**src/rtl/demux_route_sequencer_if.sv**
```systemverilog
`default_nettype none
// ============================================================================
// Module      : demux_route_sequencer_if
// Description : Request-side bundle for demux_route_sequencer.
//               req_valid/req_ready handshake carrying a destination channel
//               and data bit, plus the scan_start strobe.
//   master : requester (drives req_valid, req_dest, req_data, scan_start)
//   slave  : sequencer (drives req_ready)
// Revision    : 1.0 - initial release
// ============================================================================
interface demux_route_sequencer_if;
  logic       req_valid;   // request present
  logic       req_ready;   // sequencer can accept this cycle
  logic [2:0] req_dest;    // destination channel, bit0->s0 .. bit2->s2
  logic       req_data;    // data bit to route
  logic       scan_start;  // start automatic scan of channels 0..7

  modport master (
    output req_valid,
    output req_dest,
    output req_data,
    output scan_start,
    input  req_ready
  );

  modport slave (
    input  req_valid,
    input  req_dest,
    input  req_data,
    input  scan_start,
    output req_ready
  );
endinterface
`default_nettype wire

```
**src/rtl/demux_route_sequencer.sv**
```systemverilog
`default_nettype none
// ============================================================================
// Module      : demux_route_sequencer
// Description : Drives d/s0/s1/s2 of a downstream 1-to-8 demultiplexer.
//               Routes a single requested bit, or scans channels 0..7 with
//               d=1. Each route holds d and the selects for HOLD_CYCLES,
//               then drives d=0 for GAP_CYCLES with the selects unchanged.
// Ports       : clk, rst_n (async, active-low)
//               req_if      - request handshake (slave modport)
//               busy        - state is not IDLE
//               d, s0..s2   - demux data and select outputs
//               done        - one-cycle pulse when a route or scan finishes
//               route_count - completed channel routes, wraps at 256
// Revision    : 1.0 - initial release
// ============================================================================
module demux_route_sequencer #(
  parameter int HOLD_CYCLES = 4,  // 1..255
  parameter int GAP_CYCLES  = 1   // 0..255
) (
  input  wire logic                  clk,
  input  wire logic                  rst_n,
  demux_route_sequencer_if.slave     req_if,
  output logic                       busy,
  output logic                       d,
  output logic                       s0,
  output logic                       s1,
  output logic                       s2,
  output logic                       done,
  output logic [7:0]                 route_count
);

  typedef enum logic [1:0] {
    ST_IDLE  = 2'd0,
    ST_DRIVE = 2'd1,
    ST_GAP   = 2'd2
  } state_t;

  localparam logic [7:0] C_HOLD_LAST = 8'(HOLD_CYCLES - 1);
  localparam logic [7:0] C_GAP_LAST  = 8'((GAP_CYCLES > 0) ? GAP_CYCLES - 1 : 0);
  localparam logic       C_HAS_GAP   = (GAP_CYCLES > 0);

  state_t     r_state, w_state;
  logic       r_scan,  w_scan;
  logic [7:0] r_cnt,   w_cnt;
  logic [2:0] r_sel,   w_sel;
  logic       r_data,  w_data;
  logic       r_d,     w_d;
  logic       r_done,  w_done;
  logic       r_busy,  w_busy;
  logic [7:0] r_count, w_count;
  logic       w_route_end;  // current route finished its hold (and gap)

  // Ready is combinational so a requester sees it in the same cycle; reset
  // forces it low even before the state register settles.
  assign req_if.req_ready = (r_state == ST_IDLE) && !req_if.scan_start && rst_n;

  // State register
  always_ff @(posedge clk or negedge rst_n) begin
    if (!rst_n) begin
      r_state <= ST_IDLE;
    end else begin
      r_state <= w_state;
    end
  end

  // Datapath / registered outputs
  always_ff @(posedge clk or negedge rst_n) begin
    if (!rst_n) begin
      r_scan  <= 1'b0;
      r_cnt   <= 8'd0;
      r_sel   <= 3'd0;
      r_data  <= 1'b0;
      r_d     <= 1'b0;
      r_done  <= 1'b0;
      r_busy  <= 1'b0;
      r_count <= 8'd0;
    end else begin
      r_scan  <= w_scan;
      r_cnt   <= w_cnt;
      r_sel   <= w_sel;
      r_data  <= w_data;
      r_d     <= w_d;
      r_done  <= w_done;
      r_busy  <= w_busy;
      r_count <= w_count;
    end
  end

  // Next-state and next-output logic
  always_comb begin
    w_state     = r_state;
    w_scan      = r_scan;
    w_cnt       = r_cnt;
    w_sel       = r_sel;
    w_data      = r_data;
    w_d         = r_d;
    w_done      = 1'b0;
    w_count     = r_count;
    w_route_end = 1'b0;

    case (r_state)
      ST_IDLE: begin
        w_d = 1'b0;
        if (req_if.scan_start) begin
          w_scan  = 1'b1;
          w_sel   = 3'd0;
          w_data  = 1'b1;
          w_d     = 1'b1;
          w_cnt   = 8'd0;
          w_state = ST_DRIVE;
        end else if (req_if.req_valid && req_if.req_ready) begin
          w_sel   = req_if.req_dest;
          w_data  = req_if.req_data;
          w_d     = req_if.req_data;
          w_cnt   = 8'd0;
          w_state = ST_DRIVE;
        end
      end

      ST_DRIVE: begin
        if (r_cnt == C_HOLD_LAST) begin
          w_count = r_count + 8'd1;
          w_cnt   = 8'd0;
          if (C_HAS_GAP) begin
            w_state = ST_GAP;
            w_d     = 1'b0;
          end else begin
            w_route_end = 1'b1;
          end
        end else begin
          w_cnt = r_cnt + 8'd1;
        end
      end

      ST_GAP: begin
        if (r_cnt == C_GAP_LAST) begin
          w_cnt       = 8'd0;
          w_route_end = 1'b1;
        end else begin
          w_cnt = r_cnt + 8'd1;
        end
      end

      default: begin
        w_state = ST_IDLE;
        w_d     = 1'b0;
      end
    endcase

    // Post-gap decision: a scan steps straight to the next channel with no
    // IDLE cycle; anything else returns to IDLE with a single done pulse.
    if (w_route_end) begin
      if (r_scan && (r_sel != 3'd7)) begin
        w_sel   = r_sel + 3'd1;
        w_d     = r_data;
        w_state = ST_DRIVE;
      end else begin
        w_scan  = 1'b0;
        w_d     = 1'b0;
        w_done  = 1'b1;
        w_state = ST_IDLE;
      end
    end

    w_busy = (w_state != ST_IDLE);
  end

  assign busy        = r_busy;
  assign d           = r_d;
  assign s0          = r_sel[0];
  assign s1          = r_sel[1];
  assign s2          = r_sel[2];
  assign done        = r_done;
  assign route_count = r_count;

endmodule
`default_nettype wire

```
**src/flat_wrapper.sv**
```systemverilog
// flat-port wrapper written by rule: the top's interface ports become plain ports
module demux_route_sequencer_flat 
#(
  parameter int HOLD_CYCLES = 4,           
  parameter int GAP_CYCLES  = 1            
)
  (clk, rst_n, busy, d, s0, s1, s2, done, route_count, req_if_req_valid, req_if_req_dest, req_if_req_data, req_if_scan_start, req_if_req_ready);
  demux_route_sequencer_if req_if_i ();
  input  wire logic clk;
  input  wire logic rst_n;
  output logic busy;
  output logic d;
  output logic s0;
  output logic s1;
  output logic s2;
  output logic done;
  output logic [7:0] route_count;
  input wire logic [$bits(req_if_i.req_valid)-1:0] req_if_req_valid;
  input wire logic [$bits(req_if_i.req_dest)-1:0] req_if_req_dest;
  input wire logic [$bits(req_if_i.req_data)-1:0] req_if_req_data;
  input wire logic [$bits(req_if_i.scan_start)-1:0] req_if_scan_start;
  output wire logic [$bits(req_if_i.req_ready)-1:0] req_if_req_ready;
  assign req_if_i.req_valid = req_if_req_valid;
  assign req_if_i.req_dest = req_if_req_dest;
  assign req_if_i.req_data = req_if_req_data;
  assign req_if_i.scan_start = req_if_scan_start;
  assign req_if_req_ready = req_if_i.req_ready;
  demux_route_sequencer #(.HOLD_CYCLES(HOLD_CYCLES), .GAP_CYCLES(GAP_CYCLES)) u_core (.clk(clk), .rst_n(rst_n), .req_if(req_if_i), .busy(busy), .d(d), .s0(s0), .s1(s1), .s2(s2), .done(done), .route_count(route_count));
endmodule
```
**config.mk**
```make
export PLATFORM = sky130hd
export DESIGN_NAME = demux_route_sequencer_flat
export DESIGN_NICKNAME = d
export VERILOG_FILES = /design/src/rtl/demux_route_sequencer_if.sv /design/src/rtl/demux_route_sequencer.sv /design/src/flat_wrapper.sv
export SDC_FILE = /design/constraint.sdc
export NUM_CORES = 1
export LEC_CHECK = 0
export CORE_UTILIZATION = 57
export CTS_CLUSTER_DIAMETER = 40
export DETAILED_ROUTE_END_ITERATION = 7
export GPL_TIMING_DRIVEN = 0
export PLACE_DENSITY = 0.84
export SLEW_MARGIN = 30
export SYNTH_ARGS = -nofsm -noshare
export SYNTH_HDL_FRONTEND = slang
export SYNTH_SLANG_ARGS = --single-unit
```
**constraint.sdc**
```tcl
create_clock -name clk -period 4 [get_ports clk]
set_input_delay 0.8 -clock clk [delete_from_list [all_inputs] [get_ports clk]]
set_output_delay 0.8 -clock clk [all_outputs]
set_load 0.05 [all_outputs]
```
## Word-level counts from Yosys, hierarchy flattened

Cells that the tools add are included.

| storage, ports and cells | value |
|---|---|
| bits in registers | 26 |
| output and inout bits | 15 |

| cells by class | value |
|---|---|
| add/sub/neg operators | 3 |
| equality and inequality tests | 7 |
| muxes and demuxes | 32 |
| reductions and logical operators | 14 |

Operators with widths:

| kind | count |
|---|---|
| $mux W8 | 4 |
| $pmux W8 S3 | 1 |
| $add A8 B1 Y8 const B | 2 |
| $mux W1 | 16 |
| $mux W3 | 5 |
| $eq A8 B2 Y1 const B | 1 |
| $logic_not A8 Y1 | 1 |
| $mux W2 | 4 |
| $reduce_and A2 Y1 | 4 |
| $ne A3 B3 Y1 const B | 2 |
| $pmux W2 S3 | 1 |
| $logic_and A1 B1 Y1 | 4 |
| $reduce_bool A2 Y1 | 2 |
| $add A3 B1 Y3 const B | 1 |
| $ne A3 B1 Y1 const B | 1 |
| $pmux W1 S3 | 1 |
| $reduce_bool A3 Y1 | 1 |
| $eq A2 B1 Y1 const B | 1 |
| $eq A2 B2 Y1 const B | 1 |
| $logic_not A2 Y1 | 1 |
| $ne A2 B1 Y1 const B | 1 |
| $logic_not A1 Y1 | 1 |

## Logic depth before layout (Yosys ltp)

| logic depth | value |
|---|---|
| depth after elaboration | 9 |
| mapped depth | 8 |

## Least setup slack after synthesis

No wires, ideal clock.

| path | value |
|---|---|
| path type | input port to output port |
| from | in req_if_scan_start |
| to | out req_if_req_ready |
| stages on the path | 3 |
| setup slack | 1.592 ns |
| path buffers | 1 |
| data arrival time | 1.608 ns |
| cells stage by stage | clkbuf_1 -> nor2b_1 -> and2_1 |

| between the ends | value |
|---|---|
| cells in the longest elaborated chain, start to end | 3 |

RTL lines:

| what | RTL line | RTL |
|---|---|---|
| from (decl) | flat_wrapper.sv:21 | `input wire logic [$bits(req_if_i.scan_start)-1:0] req_if_scan_start;` |
| $logic_not A1 Y1 | demux_route_sequencer.sv:55 | `assign req_if.req_ready = (r_state == ST_IDLE) && !req_if.scan_start && rst_n;` |
| $logic_and A1 B1 Y1 (2 in series) | demux_route_sequencer.sv:55 |  |
| to (decl) | flat_wrapper.sv:22 | `output wire logic [$bits(req_if_i.req_ready)-1:0] req_if_req_ready;` |

No other way between the ends.

## Final worst setup path

| path | value |
|---|---|
| from | reg u_core.r_state[0] |
| to | out req_if_req_ready |

| between the ends | value |
|---|---|
| cells in the longest elaborated chain, start to end | 3 |

RTL lines:

| what | RTL line | RTL |
|---|---|---|
| from (decl) | demux_route_sequencer.sv:42 | `state_t r_state, w_state;` |
| from (signal assigned) | demux_route_sequencer.sv:62 | `r_state <= w_state;` |
| $logic_not A2 Y1 | demux_route_sequencer.sv:55 |  |
| $logic_and A1 B1 Y1 (2 in series) | demux_route_sequencer.sv:55 |  |

No other way between the ends.

==> out/metrics.yaml <==
drt:
  via_count: 1174
  routedWlPerCell_um: 14.07
  route.detailed.drc: 0
  dr.pass1.iters: 4
  wl_mm: 2.813
  routed_via_density: 5.870
  drtIter0Drc: 22
  ant_nets: 0
setup_path:
  crit-reg2reg-launch: "u_core.r_state[0]$_DFF_PN0_"
  reg2reg_slack_ns: 1.82
  start_kind: "flop"
  endpoint_kind: "output pin"
  r2r-end: "u_core.r_cnt[5]$_DFFE_PN0P_"
  crit_end: "req_if_req_ready"
  crit_required_ns: 3.20
  worstPathArrival_ns: 2.69
  startpoint: "u_core.r_state[0]$_DFF_PN0_"
  cp_max_fo: 10
  critPathKind: "flop to output pin"
  worstRegToRegCells: 7
power_and_ir_drop:
  pwr_density_cell_nw_per_um2: 637.9
  combPwrFrac: 0.516
  seqPwrFrac: 0.324
  internal_power_uw: 646.5
  swShare: 0.4255
  clockPowerShare: 0.160
  ir_worst_vdd_mv: 0.4629
  power_switching_uw: 478.9
  p_leak_uw: 0.0007707
timing:
  maxSlewHeadroom: 0.5929
  hold_viol_final: 0
  layout_min_cycle_time_ns: 3.487
  worst_pin_slew_ns: 0.6106
  slew_viol_final: 0
  finClkSkew_ns: 0.006917
  fin_crit_sh: 0.8719
  max_freq_mhz: 286.7
  rsz0062_at_grt: "no"
  setup_viol: 0
  tns_ns: 0
synthesis:
  synth_compound_area_frac: 0.1814
  synth_mux_area_frac: 0.02129
  synth_fa_ha_area_frac: 0.07666
  synth_common_cells: "26 x dfrtp_1, 12 x nand2_1, 9 x ha_1, 9 x nor2_1"
  ys.flop_type: "dfrtp_1"
  yosysUniqueCellTypes: 44
  synth-simple-area-share: 0.2053
  synth.area.top_cells: "dfrtp_1 44%, ha_1 7.7%, nand2_1 3.1%"
  syn-cell-area_um2: 1469
  synth_xor_area_frac: 0.04174
  synth.most_common_cell: "dfrtp_1"
  syn_avg_cell_area_um2: 10.13
  ys_seq_area_frac: 0.4429
  synth_edf_count: 0
  synth_cells: 145
  yosys_warnings: 0
  synth_nets: 162
  synthArstFlopShare: 1.000
  synth_top_family_by_area: "simple AND/OR/NAND/NOR gates"
  yosys.area.top_type_share: 0.4429
  synth_area_leader_cell: "dfrtp_1"
  synth-seq-cells: 26
place:
  io_buffers: 21
  dp.cells: 196
  dp_hpwl_mm: 2.153
  place_area_um2: 1712
  gp_congestion: 0.8499
global_route:
  grt_first_pass_wirelength_mm: 4.429
  grt_pass1_vias: 1079
  grt_usage: 0.2169
  overflow: 0
  grt_max_degree: 31
  antenna_found_initial: 0
floorplan:
  die_w_um: 52.77
  die_h_um: 52.77
  core-area_um2: 2455
  die-area_um2: 2784
  ios: 23
  start_util: 0.5984
  num_rows: 18
layout:
  nFillCells: 179
  insertedDiodeCount: 0
  drive_above_1_share: 0.1000
  fin_nets: 188
  fin_area_um2: 1764
  area_growth_pct: 20.10
  register_area_um2: 650.6
  instances_no_fill: 200
  final_util: 0.7187
  multi_input_area_um2: 773.2
clock_tree:
  ctsRootBufferMaster: "clkbuf_4"
  clk_pin_slew_ns: 0.14
  holdBufCountCts: 0
  cts_buffer_depth: 2
  clock_sinks: 26
  post_cts_buffers: 0
  htreeDepth: 1
  insertion_delay_ns: 0.32
  cts_tree: "yes"
  cts_buffers: 3
  cts_resized: 0
min_path:
  min_path_type: "input port to asynchronous set/reset pin"
status:
  status: "completed"
job:
  maxCapViolCount: 0
final cells by class:
| cell class | instances | area share |
|---|---|---|
| Timing Repair Buffer | 21 | 0.1163 |
| Sequential cell | 26 | 0.3688 |
| Buffer | 3 | 0.008511 |
| Inverter | 8 | 0.01702 |
| Multi-Input combinational cell | 108 | 0.4383 |
| Clock buffer | 3 | 0.01277 |
| Clock inverter | 1 | 0.01702 |
| Tap cell | 30 | 0.02128 |
power groups by stage:
stage          combinational [µW]  clock [µW]  sequential, µW
6_report                      581         180             365
5_1_grt                       636         192             373
4_1_cts                       581         184             363
3_5_place_dp                  579           0             368
3_3_place_gp                  558           0             362
2_1_floorplan                 342           0             455
metal layers:
layer	global-route usage	vias to the layer above	share of wire
met5	0	-	0
met1	0.2701	570	0.44
met2	0.3882	23	0.51
met3	0.02609	7	0.026
li1	-	574	-
met4	0.06140	0	0.016
worst min path at each step:
stage	startpoint	endpoint	slack, ns	cells after the start
finish	rst_n	u_core.route_count[6]$_DFFE_PN0P_	0.46	1
detailed placement	u_core.route_count[7]$_DFFE_PN0P_	u_core.route_count[7]$_DFFE_PN0P_	0.47	1
floorplan	u_core.r_scan$_DFF_PN0_	u_core.r_scan$_DFF_PN0_	0.45	2
global placement	u_core.route_count[7]$_DFFE_PN0P_	u_core.route_count[7]$_DFFE_PN0P_	0.46	1
global route	rst_n	u_core.route_count[6]$_DFFE_PN0P_	0.51	1
CTS	rst_n	u_core.route_count[4]$_DFFE_PN0P_	0.48	1
registers in the layout, summed over array words and instances, names as in the netlist:
register            cells
u_core.r_cnt            8
u_core.route_count      8
u_core.r_sel            3
u_core.r_state          2
u_core.busy             1
u_core.d                1
u_core.done             1
u_core.r_data           1
u_core.r_scan           1
cells in the final DEF, fill, tap and decap left out, types with 2 or more instances in the layout:
cell	instances
xnor2_1	4
dfrtp_1	26
clkbuf_1	2
clkdlybuf4s50_1	20
nand3_1	5
mux2i_1	2
o21ai_0	4
ha_1	9
clkbuf_4	3
a21oi_1	8
nand4_1	2
nor3_1	2
nand2_1	12
o221ai_1	2
o22ai_1	2
nand2b_1	3
nor2_1	9
inv_1	8
a22oi_1	3
nor2b_1	4
and3_1	3
o31ai_1	2
xor2_1	3
o2bb2ai_1	3
o21a_1	2
a31oi_1	3
o21ai_1	3
stage by stage:
step	hold slack [ns]	worst slack (ns)	power (µW)
3_3_place_gp	0.4613	0.007424	919.8
4_1_cts	0.4783	0.5345	1128
5_1_grt	0.5056	0.3509	1201
2_1_floorplan	0.4549	1.592	797.1
3_5_place_dp	0.4673	0.8537	947.8
6_report	0.4617	0.5125	1125
kinds of logic after synthesis:
kind of cell | count (synthesis)
xor+xnor | 7
compound gates | 38
mux | 3
flops | 26
simple gates | 51
buf+inv | 11
fa+ha+maj | 9
worst max-delay path: stages, from the launching register on:
cell and delay (ns):
dfrtp_1 0.49, inv_1 0.12, ha_1 0.14, clkbuf_1 0.33, nor2b_1 0.31, and2_1 0.18, clkdlybuf4s50_1 0.80
No activity file was read; power rests on OpenSTA's default activity.
